## src/rtl/bf16_bridge_pkg.sv

```systemverilog
// Shared definitions for the Wishbone-to-BF16-FPU bridge: register offsets,
// STATUS bit positions and the queued command/result record layouts.
package bf16_bridge_pkg;

  localparam int OP_W_MAX = 8;
  localparam int FLAG_W   = 5;

  localparam logic [7:0] OFF_OPS    = 8'h00;
  localparam logic [7:0] OFF_CMD    = 8'h04;
  localparam logic [7:0] OFF_RESULT = 8'h08;
  localparam logic [7:0] OFF_STATUS = 8'h0C;
  localparam logic [7:0] OFF_IRQ_EN = 8'h10;

  localparam int ST_CMD_FULL  = 8;
  localparam int ST_RES_EMPTY = 9;
  localparam int ST_OVF       = 16;
  localparam int ST_UDF       = 17;
  localparam int ST_SPUR      = 18;

  // The opcode field is sized for the widest supported OP_W; the top uses the low OP_W bits.
  typedef struct packed {
    logic [OP_W_MAX-1:0] op;
    logic [15:0]         a;
    logic [15:0]         b;
  } cmd_t;

  typedef struct packed {
    logic [FLAG_W-1:0] flags;
    logic [15:0]       res;
  } res_t;

endpackage

```

## src/rtl/bridge_sync_fifo.sv

```systemverilog
// Single-clock FIFO with occupancy count; push is refused when full, pop when empty.
module bridge_sync_fifo #(
  parameter int WIDTH = 8,
  parameter int DEPTH = 4
) (
  input  logic                     clk,
  input  logic                     rst,
  input  logic                     push,
  input  logic [WIDTH-1:0]         din,
  input  logic                     pop,
  output logic [WIDTH-1:0]         dout,
  output logic [$clog2(DEPTH):0]   count,
  output logic                     full,
  output logic                     empty
);

  localparam int AW = $clog2(DEPTH);

  logic [WIDTH-1:0] mem [DEPTH];
  logic [AW-1:0]    wr_ptr;
  logic [AW-1:0]    rd_ptr;
  logic             do_push;
  logic             do_pop;

  assign full    = (count == DEPTH[AW:0]);
  assign empty   = (count == '0);
  assign do_push = push && !full;
  assign do_pop  = pop && !empty;
  assign dout    = mem[rd_ptr];

  // Pointers are exactly AW bits wide, so DEPTH being a power of two makes them wrap for free.
  always_ff @(posedge clk or posedge rst) begin
    if (rst) begin
      wr_ptr <= '0;
      rd_ptr <= '0;
      count  <= '0;
    end else begin
      if (do_push) wr_ptr <= wr_ptr + AW'(1);
      if (do_pop)  rd_ptr <= rd_ptr + AW'(1);
      case ({do_push, do_pop})
        2'b10:   count <= count + (AW+1)'(1);
        2'b01:   count <= count - (AW+1)'(1);
        default: count <= count;
      endcase
    end
  end

  always_ff @(posedge clk) begin
    if (do_push) mem[wr_ptr] <= din;
  end

endmodule

```

## src/rtl/wb_bf16_fpu_bridge.sv

```systemverilog
// Wishbone slave that queues BF16 operations to the FPU and buffers results with credit flow control.
// Define BF16_BRIDGE_IRQ_EN to build the IRQ_EN register and irq_o logic.
module wb_bf16_fpu_bridge
  import bf16_bridge_pkg::*;
#(
  parameter logic [31:0] BASE_ADDR = 32'h3000_0000,
  parameter int          DEPTH     = 4,
  parameter int          OP_W      = 3
) (
  input  logic            wb_clk_i,
  input  logic            wb_rst_i,
  input  logic            wbs_cyc_i,
  input  logic            wbs_stb_i,
  input  logic            wbs_we_i,
  input  logic [3:0]      wbs_sel_i,
  input  logic [31:0]     wbs_adr_i,
  input  logic [31:0]     wbs_dat_i,
  output logic            wbs_ack_o,
  output logic [31:0]     wbs_dat_o,
  output logic            fpu_valid_o,
  input  logic            fpu_ready_i,
  output logic [OP_W-1:0] fpu_op_o,
  output logic [15:0]     fpu_a_o,
  output logic [15:0]     fpu_b_o,
  input  logic            fpu_res_valid_i,
  input  logic [15:0]     fpu_res_i,
  input  logic [4:0]      fpu_flags_i,
  output logic            irq_o
);

  localparam int CW = $clog2(DEPTH) + 1;

  logic [31:0]   ops;
  logic          ovf, udf, spur;
  logic [CW-1:0] in_flight;
  logic          rd_pop_q;

  logic          hit, req, wr_act;
  logic [7:0]    off;
  logic [31:0]   rdata;

  cmd_t          cmd_in, cmd_head;
  res_t          res_in, res_head;
  logic          cmd_push, cmd_full, cmd_empty;
  logic          res_push, res_full, res_empty;
  logic [CW-1:0] cmd_count, res_count;
  logic [CW:0]   credit_used;
  logic          handshake, res_ok;
  logic          unused;

  assign hit    = (wbs_adr_i[31:8] == BASE_ADDR[31:8]);
  assign off    = wbs_adr_i[7:0];
  assign req    = wbs_cyc_i && wbs_stb_i && hit && !wbs_ack_o;
  // Writes commit at the end of the ack cycle; classic Wishbone holds the bus until then.
  assign wr_act = wbs_ack_o && wbs_cyc_i && wbs_stb_i && wbs_we_i && hit;

  always_comb begin
    cmd_in              = '0;
    cmd_in.op[OP_W-1:0] = wbs_dat_i[OP_W-1:0];
    cmd_in.a            = ops[31:16];
    cmd_in.b            = ops[15:0];
  end

  assign cmd_push = wr_act && (off == OFF_CMD) && wbs_sel_i[0];
  assign res_in   = '{flags: fpu_flags_i, res: fpu_res_i};
  assign res_ok   = fpu_res_valid_i && (in_flight != '0);
  assign res_push = res_ok;

  bridge_sync_fifo #(.WIDTH($bits(cmd_t)), .DEPTH(DEPTH)) u_cmd_fifo (
    .clk(wb_clk_i), .rst(wb_rst_i),
    .push(cmd_push), .din(cmd_in), .pop(handshake), .dout(cmd_head),
    .count(cmd_count), .full(cmd_full), .empty(cmd_empty)
  );

  bridge_sync_fifo #(.WIDTH($bits(res_t)), .DEPTH(DEPTH)) u_res_fifo (
    .clk(wb_clk_i), .rst(wb_rst_i),
    .push(res_push), .din(res_in), .pop(rd_pop_q), .dout(res_head),
    .count(res_count), .full(res_full), .empty(res_empty)
  );

  // A request may only go out if its result is guaranteed a slot in the result FIFO.
  assign credit_used = {1'b0, in_flight} + {1'b0, res_count};
  assign fpu_valid_o = !cmd_empty && (credit_used < DEPTH[CW:0]);
  assign handshake   = fpu_valid_o && fpu_ready_i;
  assign fpu_op_o    = fpu_valid_o ? cmd_head.op[OP_W-1:0] : '0;
  assign fpu_a_o     = fpu_valid_o ? cmd_head.a : '0;
  assign fpu_b_o     = fpu_valid_o ? cmd_head.b : '0;

  assign unused = ^{cmd_head.op, res_full};

`ifdef BF16_BRIDGE_IRQ_EN
  logic [1:0] irq_en;
`endif

  always_comb begin
    rdata = '0;
    case (off)
      OFF_OPS:    rdata = ops;
      OFF_RESULT: if (!res_empty) rdata = {1'b1, 10'b0, res_head.flags, res_head.res};
      OFF_STATUS: begin
        rdata[3:0]          = 4'(cmd_count);
        rdata[7:4]          = 4'(res_count);
        rdata[ST_CMD_FULL]  = cmd_full;
        rdata[ST_RES_EMPTY] = res_empty;
        rdata[ST_OVF]       = ovf;
        rdata[ST_UDF]       = udf;
        rdata[ST_SPUR]      = spur;
      end
`ifdef BF16_BRIDGE_IRQ_EN
      OFF_IRQ_EN: rdata[1:0] = irq_en;
`endif
      default:    rdata = '0;
    endcase
  end

  // Read data is captured with ack; a successful RESULT read pops at the end of the ack cycle.
  always_ff @(posedge wb_clk_i or posedge wb_rst_i) begin
    if (wb_rst_i) begin
      wbs_ack_o <= 1'b0;
      wbs_dat_o <= '0;
      ops       <= '0;
      ovf       <= 1'b0;
      udf       <= 1'b0;
      spur      <= 1'b0;
      in_flight <= '0;
      rd_pop_q  <= 1'b0;
    end else begin
      wbs_ack_o <= req;
      rd_pop_q  <= 1'b0;
      if (req && !wbs_we_i) begin
        wbs_dat_o <= rdata;
        if (off == OFF_RESULT) begin
          if (res_empty) udf      <= 1'b1;
          else           rd_pop_q <= 1'b1;
        end
      end
      if (wr_act && (off == OFF_OPS)) begin
        for (int i = 0; i < 4; i++)
          if (wbs_sel_i[i]) ops[8*i +: 8] <= wbs_dat_i[8*i +: 8];
      end
      if (wr_act && (off == OFF_STATUS)) begin
        if (wbs_dat_i[ST_OVF])  ovf  <= 1'b0;
        if (wbs_dat_i[ST_UDF])  udf  <= 1'b0;
        if (wbs_dat_i[ST_SPUR]) spur <= 1'b0;
      end
      if (cmd_push && cmd_full)                 ovf  <= 1'b1;
      if (fpu_res_valid_i && (in_flight == '0)) spur <= 1'b1;
      case ({handshake, res_ok})
        2'b10:   in_flight <= in_flight + CW'(1);
        2'b01:   in_flight <= in_flight - CW'(1);
        default: in_flight <= in_flight;
      endcase
    end
  end

`ifdef BF16_BRIDGE_IRQ_EN
  always_ff @(posedge wb_clk_i or posedge wb_rst_i) begin
    if (wb_rst_i) begin
      irq_en <= '0;
      irq_o  <= 1'b0;
    end else begin
      if (wr_act && (off == OFF_IRQ_EN)) irq_en <= wbs_dat_i[1:0];
      irq_o <= (irq_en[0] && !res_empty) || (irq_en[1] && (ovf || udf || spur));
    end
  end
`else
  assign irq_o = 1'b0;
`endif

endmodule

```

## config.mk

```make
export PLATFORM = sky130hd
export DESIGN_NAME = wb_bf16_fpu_bridge
export DESIGN_NICKNAME = d
export VERILOG_FILES = /design/src/rtl/bf16_bridge_pkg.sv /design/src/rtl/bridge_sync_fifo.sv /design/src/rtl/wb_bf16_fpu_bridge.sv
export SDC_FILE = /design/constraint.sdc
export NUM_CORES = 1
export LEC_CHECK = 0
export ABC_AREA = 1
export CORE_MARGIN = 2
export CORE_UTILIZATION = 45
export CTS_CLUSTER_DIAMETER = 200
export DETAILED_ROUTE_END_ITERATION = 7
export PLACE_DENSITY = 0.74
export SLEW_MARGIN = 0
export SYNTH_ARGS = -nofsm -noshare
export SYNTH_HDL_FRONTEND = slang
export SYNTH_HIERARCHICAL = 1
export SYNTH_SLANG_ARGS = --single-unit
```

## constraint.sdc

```tcl
create_clock -name wb_clk_i -period 6.2 [get_ports wb_clk_i]
set_input_delay 1.55 -clock wb_clk_i [delete_from_list [all_inputs] [get_ports wb_clk_i]]
set_output_delay 1.55 -clock wb_clk_i [all_outputs]
set_load 0.01 [all_outputs]
```

==> results of run 1 <==
==> area by class of cell <==
type / count / area (µm²)
fill: 2607 / 14300
sequential: 310 / 8880
multi-input combinational: 760 / 4040
timing repair buffer: 178 / 1760
clock buffer: 46 / 903
inverter: 208 / 782
tap: 402 / 503
clock inverter: 12 / 125
antenna: 1 / 2.50
==> stage by stage <==
stage               utilization, %  power, mW  cells  hold slack, ns
floorplan                        -       2.72   1343           0.442
global placement              51.0       2.88   1858           0.464
detailed placement            51.0       2.90   1858           0.460
CTS                           54.3       4.75   1916           0.479
global route                  54.3       4.90   1917           0.505
finish                        54.3       4.72   1917           0.475
==> registers in the layout, indices dropped and copies added (netlist names), 2 cells and up <==
name,flops
ops,32
u_cmd_fifo/count,3
in_flight,3
u_res_fifo/wr_ptr,2
u_res_fifo/count,3
u_cmd_fifo/rd_ptr,2
u_cmd_fifo/wr_ptr,2
u_res_fifo/rd_ptr,2
wbs_dat_o,32
u_cmd_fifo/mem,140
u_res_fifo/mem,84
==> power by group through the flow <==
stage / clock (mW) / sequential, mW / combinational, mW
6_report: 1.86 / 2.42 / 0.443
4_1_cts: 1.89 / 2.42 / 0.444
3_5_place_dp: 0 / 2.46 / 0.439
5_1_grt: 1.98 / 2.43 / 0.495
2_1_floorplan: 0 / 2.45 / 0.268
3_3_place_gp: 0 / 2.45 / 0.427
==> worst paths after layout <==
path                                           from  slack (ns)  cells after the start             endpoint
max in group asynchronous                  wb_rst_i        3.59                      3              ops[24]
min in group asynchronous                  wb_rst_i        1.37                      2  u_cmd_fifo/count[1]
worst max register to register  u_res_fifo/count[2]        3.65                     15  u_cmd_fifo/count[2]
worst max-delay path            u_res_fifo/count[2]        1.15                      7          fpu_b_o[10]
worst min register to register         wbs_dat_o[2]        0.47                      2         wbs_dat_o[2]
worst min-delay path                   wbs_dat_o[2]        0.47                      2         wbs_dat_o[2]
==> routing by layer <==
layer,part of all wire (%),global-route usage (%),up-vias
met2,48,32.4,286
met1,44,26.2,4624
met5,0,0,-
met3,5.9,2.85,45
li1,-,-,4751
met4,2.1,5.01,0
==> critical path: cells and delay by family, from the launching register on <==
| family | cells | cell delay [ns] |
|---|---|---|
| flip-flops | 1 | 0.44 |
| AO/OA/AOI/OAI | 1 | 0.25 |
| buffers and inverters | 2 | 1.42 |
| adder cells (fa/ha/maj) | 1 | 0.29 |
| AND/OR/NAND/NOR | 3 | 0.53 |
==> out/results.ini, run 1 <==
[run_status]
status=finished clean

[clock_network]
post_cts_buffers=0
htree_levels=1
clock_sinks=310
cts_buffer_depth=3
clk_pin_slew_ns=0.06
cts_tree=built
ctsHoldBuffers=0
cts-root-buf=clkbuf_16
cts_buffers=31
ctsResizeCount=0
clk-insertion-delay-late_ns=0.56

[route]
vias=9706
routedWlPerCell_um=16.5
dr.pass1.iters=5
initialDrtViolationCount=813
wl_mm=31.6
ant_nets=0
viasPerCell=5.06
route.detailed.drc=0

[die]
start_util_pct=45.3
rows=65
ioPinCount=166
die_h_um=182
die_w_um=182
core_area_um2=31300
dieArea_um2=33000

[run]
drv_cap=0

[critical_path]
crit_arrival_ns=3.50
max_stage_delay_ns=0.84
worstSetupPathType=flop to output port
worst_setup_path_start_kind=flop
endpoint_kind=output port
critical_path_required_ns=4.65
cp_max_fo=35
critPathSlowestCell=clkinv_1
path_cells=ha_1, nor2_1, nand2_1, a31oi_1, clkinv_1, nor2_1, clkdlybuf4s50_1
crit_path_frequent_cell=nor2_1

[power_and_ir_drop]
p_per_area_nw_per_um2=278
ir_worst_vdd_mv=0.214
p_sw_mw=1.10
internal-power_mw=3.62
pwr-share-seq_pct=51.2
p_leak_nw=7.52
clockPowerShare_pct=39.4
combPwrFrac_pct=9.4
p_sw_share_pct=23.3

[sta]
setup_tns_ns=0
hold_viol=0
clock.fmax_mhz=198
finalCriticalPeriod_ns=5.05
rsz0062_at_grt=no
finClkSkew_ns=0.0261
setup_viol=0
slew_headroom_pct=33.8
period_share_pct=81.4
setup_ws_ns=1.15
tightest_slew_ns=0.987
drv_slew=0

[final_layout]
layout_common_cells=nand2_1, edfxtp_1, inv_1, clkdlybuf4s50_1, dfrtp_1
final_common_cell=nand2_1
layout-drive-gt1-share_pct=9.51
final_area_um2=17000
area_growth_pct=19.7
layout.nets=1601

[place]
dp_hpwl_mm=21.2
placed_area_um2=16000
dp_slack_ns=1.65
io_buffers=164
gp_congestion=0.853

[grt]
grt_pass1_wl_mm=50.3
antenna_found_initial=1
grt-ovfl-total=0
grt_use_total_pct=19.2
grt_pass1_vias=9261
grt_max_degree=86

[yosys]
yosys_warnings=6
synthCells=1343
syn-num-nets=1455
synth.avg_cell_area_um2=10.6
netlist_area_um2=14200

[worst_hold_path]
hold_path.class=flop to flop

Note: power is estimated with default switching activity, not from simulation.
==> run 2, diff against run 1 <==
--- a/config.mk
+++ b/config.mk
@@ -10,7 +10,7 @@
 export CORE_UTILIZATION = 45
 export CTS_CLUSTER_DIAMETER = 200
 export DETAILED_ROUTE_END_ITERATION = 7
-export PLACE_DENSITY = 0.74
+export PLACE_DENSITY = 0.77
 export SLEW_MARGIN = 0
 export SYNTH_ARGS = -nofsm -noshare
 export SYNTH_HDL_FRONTEND = slang
==> constraint.sdc (replaced) <==
create_clock -name wb_clk_i -period 4.5 [get_ports wb_clk_i]
set_input_delay 1.125 -clock wb_clk_i [delete_from_list [all_inputs] [get_ports wb_clk_i]]
set_output_delay 1.125 -clock wb_clk_i [all_outputs]
set_load 0.01 [all_outputs]
==> run 2 against run 1 <==
Sequential cell count did not move. Critical path type unchanged. Non-clock buffer count up 3. Register-to-register slack got worse by 2.0 ns. Critical endpoint is now fpu_b_o[0]. Highest routed layer unchanged.
==> out/results.ini, run 2 (same netlist as run 1, synthesis figures left out) <==
[run_status]
status=finished clean  ; unchanged

[sta]
setup_tns_ns=0  ; unchanged
rsz0062_at_grt=no  ; unchanged
finalCriticalPeriod_ns=4.07
clock.fmax_mhz=246
finClkSkew_ns=0.0231  ; was 0.0261 ns
slew_headroom_pct=44.6  ; was 33.8%
drv_slew=0  ; unchanged
period_share_pct=90.5
tightest_slew_ns=0.829  ; was 0.987 ns
hold_viol=0  ; unchanged
setup_viol=0  ; unchanged

[place]
placed_area_um2=16000  ; about the same
gp_congestion=0.822  ; was 0.853
io_buffers=164  ; unchanged
dp_hpwl_mm=21.8  ; was 21.2 mm

[critical_path]
cp_max_fo=35  ; unchanged
worstSetupPathType=flop to output port  ; unchanged
endpoint_kind=output port  ; unchanged
crit_arrival_ns=2.95  ; was 3.50 ns
r2r_start=u_res_fifo/count[2]  ; unchanged
crit_buf_inv=3  ; was 2
max_stage_delay_ns=0.55  ; was 0.84 ns
crit_path_start=u_res_fifo/count[2]  ; unchanged
worst_setup_path_start_kind=flop  ; unchanged
path_cells=ha_1, nor2_1, nand2_1, a31oi_1, clkinv_1, buf_4, nor2_1, clkdlybuf4s50_1  ; was ha_1, nor2_1, nand2_1, a31oi_1, clkinv_1, nor2_1, clkdlybuf4s50_1
crit_family=buffers and inverters  ; unchanged
critical_path_required_ns=3.38  ; was 4.65 ns
crit_path_frequent_cell=nor2_1  ; unchanged
critPathSlowestCell=clkdlybuf4s50_1  ; was clkinv_1

[final_layout]
layout.nets=1604  ; was 1,601
layout-drive-gt1-share_pct=10.1  ; was 9.51%
multiInputGateArea_um2=4040  ; unchanged
layout_common_cells=nand2_1, edfxtp_1, inv_1, clkdlybuf4s50_1, dfrtp_1  ; unchanged
reg_top3=u_cmd_fifo/mem: 140 flops, u_res_fifo/mem: 84 flops  ; unchanged
final_common_cell=nand2_1  ; unchanged
regArea_um2=8880  ; unchanged
postLayoutCoreUtil_pct=54.5  ; was 54.3%
top_register=u_cmd_fifo/mem  ; unchanged
final_area_um2=17100  ; was 17,000 µm²
area_growth_pct=20.3  ; was 19.7%
largest_reg_flops=140  ; unchanged
fillCellCount=2628  ; was 2,607

[power_and_ir_drop]
p_leak_nw=7.55  ; was 7.52 nW
pwr-share-seq_pct=50.8  ; was 51.2%
clockPowerShare_pct=40.0  ; was 39.4%
internal-power_mw=5.03  ; was 3.62 mW
p_sw_share_pct=23.4  ; was 23.3%
p_per_area_nw_per_um2=384  ; was 278 nW/µm²
combPwrFrac_pct=9.2  ; was 9.4%
ir_worst_vdd_mv=0.285  ; was 0.214 mV
power_mw=6.56  ; was 4.72 mW
p_sw_mw=1.53  ; was 1.10 mW

[grt]
grt_use_total_pct=19.2  ; about the same
grt_max_degree=141  ; was 86
grt_pass1_vias=9361  ; was 9,261
antenna_found_initial=2  ; was 1
use_met2_pct=32.6  ; was 32.4%
grt-ovfl-total=0  ; unchanged
busiest_layer=met2  ; unchanged
met3_usage_pct=2.77  ; was 2.85%
met1_usage_pct=25.7  ; was 26.2%
grt_pass1_wl_mm=50.1  ; was 50.3 mm

[route]
viasPerCell=5.03  ; was 5.06
dr.pass1.iters=5  ; unchanged
initialDrtViolationCount=894  ; was 813
ant_nets=0  ; unchanged
route.detailed.drc=0  ; unchanged
routedWlPerCell_um=16.4  ; was 16.5 µm
vias=9668  ; was 9,706
wl_mm=31.6  ; about the same

[worst_hold_path]
hp-start=ovf  ; was wbs_dat_o[2]
hold_path.class=flop to flop  ; unchanged

[clock_network]
post_cts_buffers=0  ; unchanged
htree_levels=1  ; unchanged
cts-root-buf=clkbuf_16  ; unchanged
cts_buffer_depth=3  ; unchanged
clk-insertion-delay-late_ns=0.57  ; was 0.56 ns
clk_pin_slew_ns=0.06  ; about the same
cts_buffers=31  ; unchanged
cts_tree=built  ; unchanged
ctsHoldBuffers=0  ; unchanged
clock_sinks=310  ; unchanged
ctsResizeCount=0  ; unchanged

[die]
rows=65  ; unchanged
die_w_um=182  ; unchanged
start_util_pct=45.3  ; unchanged
die_h_um=182  ; unchanged
ioPinCount=166  ; unchanged
dieArea_um2=33000  ; unchanged
core_area_um2=31300  ; unchanged

[run]
drv_cap=0  ; unchanged

-- run 2: changes by cell type in the layout (fill, tap and decap cells not counted), sizes merged --
cell / before / now
bufinv: 2 / 3
clkinvlp: 0 / 5
buf: 14 / 17
diode: 1 / 2
inv: 207 / 206
clkbuf: 46 / 38
clkinv: 11 / 14
-- run 2: power by group through the flow --
| stage | registers, mW | clock network [mW] | logic, mW |
|---|---|---|---|
| after floorplan | 3.37 | 0 | 0.370 |
| after global placement | 3.38 | 0 | 0.579 |
| after detailed placement | 3.39 | 0 | 0.606 |
| after CTS | 3.33 | 2.67 | 0.608 |
| after global routing | 3.35 | 2.79 | 0.679 |
| final | 3.33 | 2.63 | 0.601 |
-- run 2: routing by layer --
| layer | up-vias | part of all wire, % |
|---|---|---|
| met1 | 4564 | 42 |
| met4 | 0 | 3.3 |
| met5 | - | 0 |
| li1 | 4758 | - |
| met3 | 64 | 5.4 |
| met2 | 282 | 49 |
-- run 2: area by class of cell --
| cell class | instances | share of cell area, % |
|---|---|---|
| sequential | 310 | 52.0 |
| clock buffer | 38 | 5.06 |
| tap | 402 | 2.95 |
| multi-input combinational | 760 | 23.7 |
| timing repair buffer | 181 | 10.5 |
| inverter | 208 | 4.58 |
| clock inverter | 20 | 1.20 |
| antenna | 2 | 0.0293 |
-- run 2: final timing paths --
kind	end	slack [ns]	depth (start not counted)
max	fpu_b_o[0]	0.43	8
min	ovf	0.48	2
max reg2reg	u_cmd_fifo/count[2]	1.66	15
min reg2reg	ovf	0.48	2
max in group asynchronous	wbs_dat_o[26]	2.50	3
min in group asynchronous	u_cmd_fifo/wr_ptr[0]	0.95	2
-- run 2: through the flow --
stage               instances  hold WS, ns  setup WS (ns)
floorplan                1343        0.442          0.601
global placement         1861        0.460          0.947
detailed placement       1861        0.466          0.867
CTS                      1919        0.480          0.387
global route             1921        0.503          0.182
finish                   1921        0.477          0.430
-- run 2: worst min-delay path: cells and delay by family (launching register included) --
kind | cells | cell delay [ns]
and+or+nand+nor | 2 | 0.11
DFF | 1 | 0.34
==> run 3, diff against run 2 <==
--- a/config.mk
+++ b/config.mk
@@ -8,6 +8,7 @@
 export ABC_AREA = 1
 export CORE_MARGIN = 2
 export CORE_UTILIZATION = 45
+export CTS_BUF_LIST = sky130_fd_sc_hd__clkbuf_8
 export CTS_CLUSTER_DIAMETER = 200
 export DETAILED_ROUTE_END_ITERATION = 7
 export PLACE_DENSITY = 0.77
==> run 3 against run 2 <==
Non-clock buffer count is the same. Critical endpoint unchanged. Via count grew 0.60%. Largest cell class unchanged. Utilization shrank 0.30 points. Critical path depth stayed put. Sequential cell count is the same. Power down 4.3%. Sequential share of layout area rose by 0.29 points. Clock power decreased by 11%. Final cell count up 1.7%. Clock skew up 0.0044 ns. Register-to-register slack lost 0.02 ns. Setup slack got worse by 0.024 ns.
==> out/results.ini, run 3 (same netlist as run 1, synthesis figures left out) <==
[run_status]
status=finished clean  ; unchanged

[clock_network]
cts_buffer_depth=3  ; unchanged
clk-insertion-delay-late_ns=0.58  ; was 0.57 ns
ctsHoldBuffers=0  ; unchanged
ctsResizeCount=0  ; unchanged
cts_buffers=49  ; was 31
clk_pin_slew_ns=0.06  ; about the same
htree_levels=2  ; was 1
cts_tree=built  ; unchanged
cts-root-buf=clkbuf_8  ; was clkbuf_16
clock_sinks=310  ; unchanged
post_cts_buffers=0  ; unchanged

[sta]
hold_viol=0  ; unchanged
setup_ws_ns=0.406  ; was 0.430 ns
period_share_pct=91.0  ; was 90.5%
tightest_slew_ns=0.837  ; was 0.829 ns
rsz0062_at_grt=no  ; unchanged
drv_slew=0  ; unchanged
clock.fmax_mhz=244  ; was 246 MHz
finClkSkew_ns=0.0275  ; was 0.0231 ns
setup_viol=0  ; unchanged
holdWs_ns=0.481  ; was 0.477 ns
slew_headroom_pct=44.1  ; was 44.6%
finalCriticalPeriod_ns=4.09  ; was 4.07 ns
setup_tns_ns=0  ; unchanged

[power_and_ir_drop]
pwr-share-seq_pct=53.1  ; was 50.8%
ir_worst_vdd_mv=0.296  ; was 0.285 mV
clockPowerShare_pct=37.3  ; was 40.0%
p_sw_share_pct=24.7  ; was 23.4%
p_leak_nw=7.61  ; was 7.55 nW
combPwrFrac_pct=9.6  ; was 9.2%
internal-power_mw=4.73  ; was 5.03 mW
power_mw=6.28  ; was 6.56 mW
p_sw_mw=1.55  ; was 1.53 mW
p_per_area_nw_per_um2=370  ; was 384 nW/µm²

[grt]
grt_max_degree=141  ; unchanged
grt_pass1_wl_mm=50.2  ; was 50.1 mm
grt_use_total_pct=19.4  ; was 19.2%
grt-ovfl-total=0  ; unchanged
grt_pass1_vias=9554  ; was 9,361
antenna_found_initial=2  ; unchanged

[route]
wl_mm=31.8  ; was 31.6 mm
vias=9726  ; was 9,668
dr.pass1.iters=5  ; unchanged
routedWlPerCell_um=16.3  ; was 16.4 µm
ant_nets=0  ; unchanged
viasPerCell=4.98  ; was 5.03
route.detailed.drc=0  ; unchanged
initialDrtViolationCount=794  ; was 894

[die]
ioPinCount=166  ; unchanged
die_w_um=182  ; unchanged
die_h_um=182  ; unchanged
start_util_pct=45.3  ; unchanged
rows=65  ; unchanged
dieArea_um2=33000  ; unchanged
core_area_um2=31300  ; unchanged

[final_layout]
area_growth_pct=19.6  ; was 20.3%
reg_top3=u_cmd_fifo/mem: 140 flops, u_res_fifo/mem: 84 flops  ; unchanged
layout.nets=1622  ; was 1,604
layout-drive-gt1-share_pct=10.6  ; was 10.1%
final_common_cell=nand2_1  ; unchanged
largest_reg_flops=140  ; unchanged
top_register=u_cmd_fifo/mem  ; unchanged
final_area_um2=17000  ; was 17,100 µm²
layout_common_cells=nand2_1, edfxtp_1, inv_1, clkdlybuf4s50_1, dfrtp_1  ; unchanged

[run]
drv_cap=0  ; unchanged

[worst_hold_path]
hp-start=wbs_dat_o[22]  ; was ovf
hold_path.class=flop to flop  ; unchanged

[place]
io_buffers=164  ; unchanged
gp_congestion=0.822  ; unchanged
dp_slack_ns=0.867  ; unchanged
placed_area_um2=16000  ; unchanged
dp_hpwl_mm=21.8  ; unchanged

[critical_path]
worst_setup_path_start_kind=flop  ; unchanged
endpoint_kind=output port  ; unchanged
crit_path_start=u_res_fifo/count[2]  ; unchanged
cp_max_fo=35  ; unchanged
critical_path_required_ns=3.38  ; about the same
crit_arrival_ns=2.97  ; was 2.95 ns
worstSetupPathType=flop to output port  ; unchanged
r2r_start=u_res_fifo/count[2]  ; unchanged

run 3: routing by layer:
layer,routed length (µm),GRT usage (%),vias to the layer above,share of wire (%)
met4,987,7.22,0,3.1
met2,15600,32.6,288,49
met1,13400,25.2,4558,42
li1,-,-,4810,-
met3,1840,3.33,70,5.8
met5,0,0,-,0
run 3: final cells by class:
| cell class | count | area [µm²] |
|---|---|---|
| fill | 2656 | 14300 |
| sequential | 310 | 8880 |
| multi-input combinational | 760 | 4040 |
| timing repair buffer | 181 | 1790 |
| inverter | 208 | 782 |
| clock buffer | 55 | 757 |
| tap | 402 | 503 |
| clock inverter | 36 | 218 |
| antenna | 2 | 5.00 |
run 3: power by group through the flow:
stage,logic [mW],clock network [mW],registers [mW]
2_1_floorplan,0.370,0,3.37
3_3_place_gp,0.579,0,3.38
3_5_place_dp,0.606,0,3.39
4_1_cts,0.609,2.38,3.33
5_1_grt,0.679,2.53,3.35
6_report,0.604,2.34,3.33
run 3: critical path, stage by stage (launching register included):
cell	delay, ns
dfrtp_1	0.44
ha_1	0.29
nor2_1	0.08
nand2_1	0.06
a31oi_1	0.38
clkinv_1	0.15
buf_4	0.26
nor2_1	0.15
clkdlybuf4s50_1	0.55
run 3: path summary, 6_finish.rpt:
path / end / slack, ns / cells after the start
min reg2reg: wbs_dat_o[22] / 0.48 / 2
min: wbs_dat_o[22] / 0.48 / 2
max reg2reg: u_cmd_fifo/count[2] / 1.64 / 15
max: fpu_b_o[0] / 0.41 / 8
min in group asynchronous: u_res_fifo/count[1] / 0.93 / 2
max in group asynchronous: wbs_dat_o[26] / 2.54 / 3
run 3: through the flow:
stage	utilization [%]	cells
after floorplan	-	1343
after global placement	51.1	1861
after detailed placement	51.1	1861
after CTS	54.2	1952
after global routing	54.2	1954
final	54.2	1954
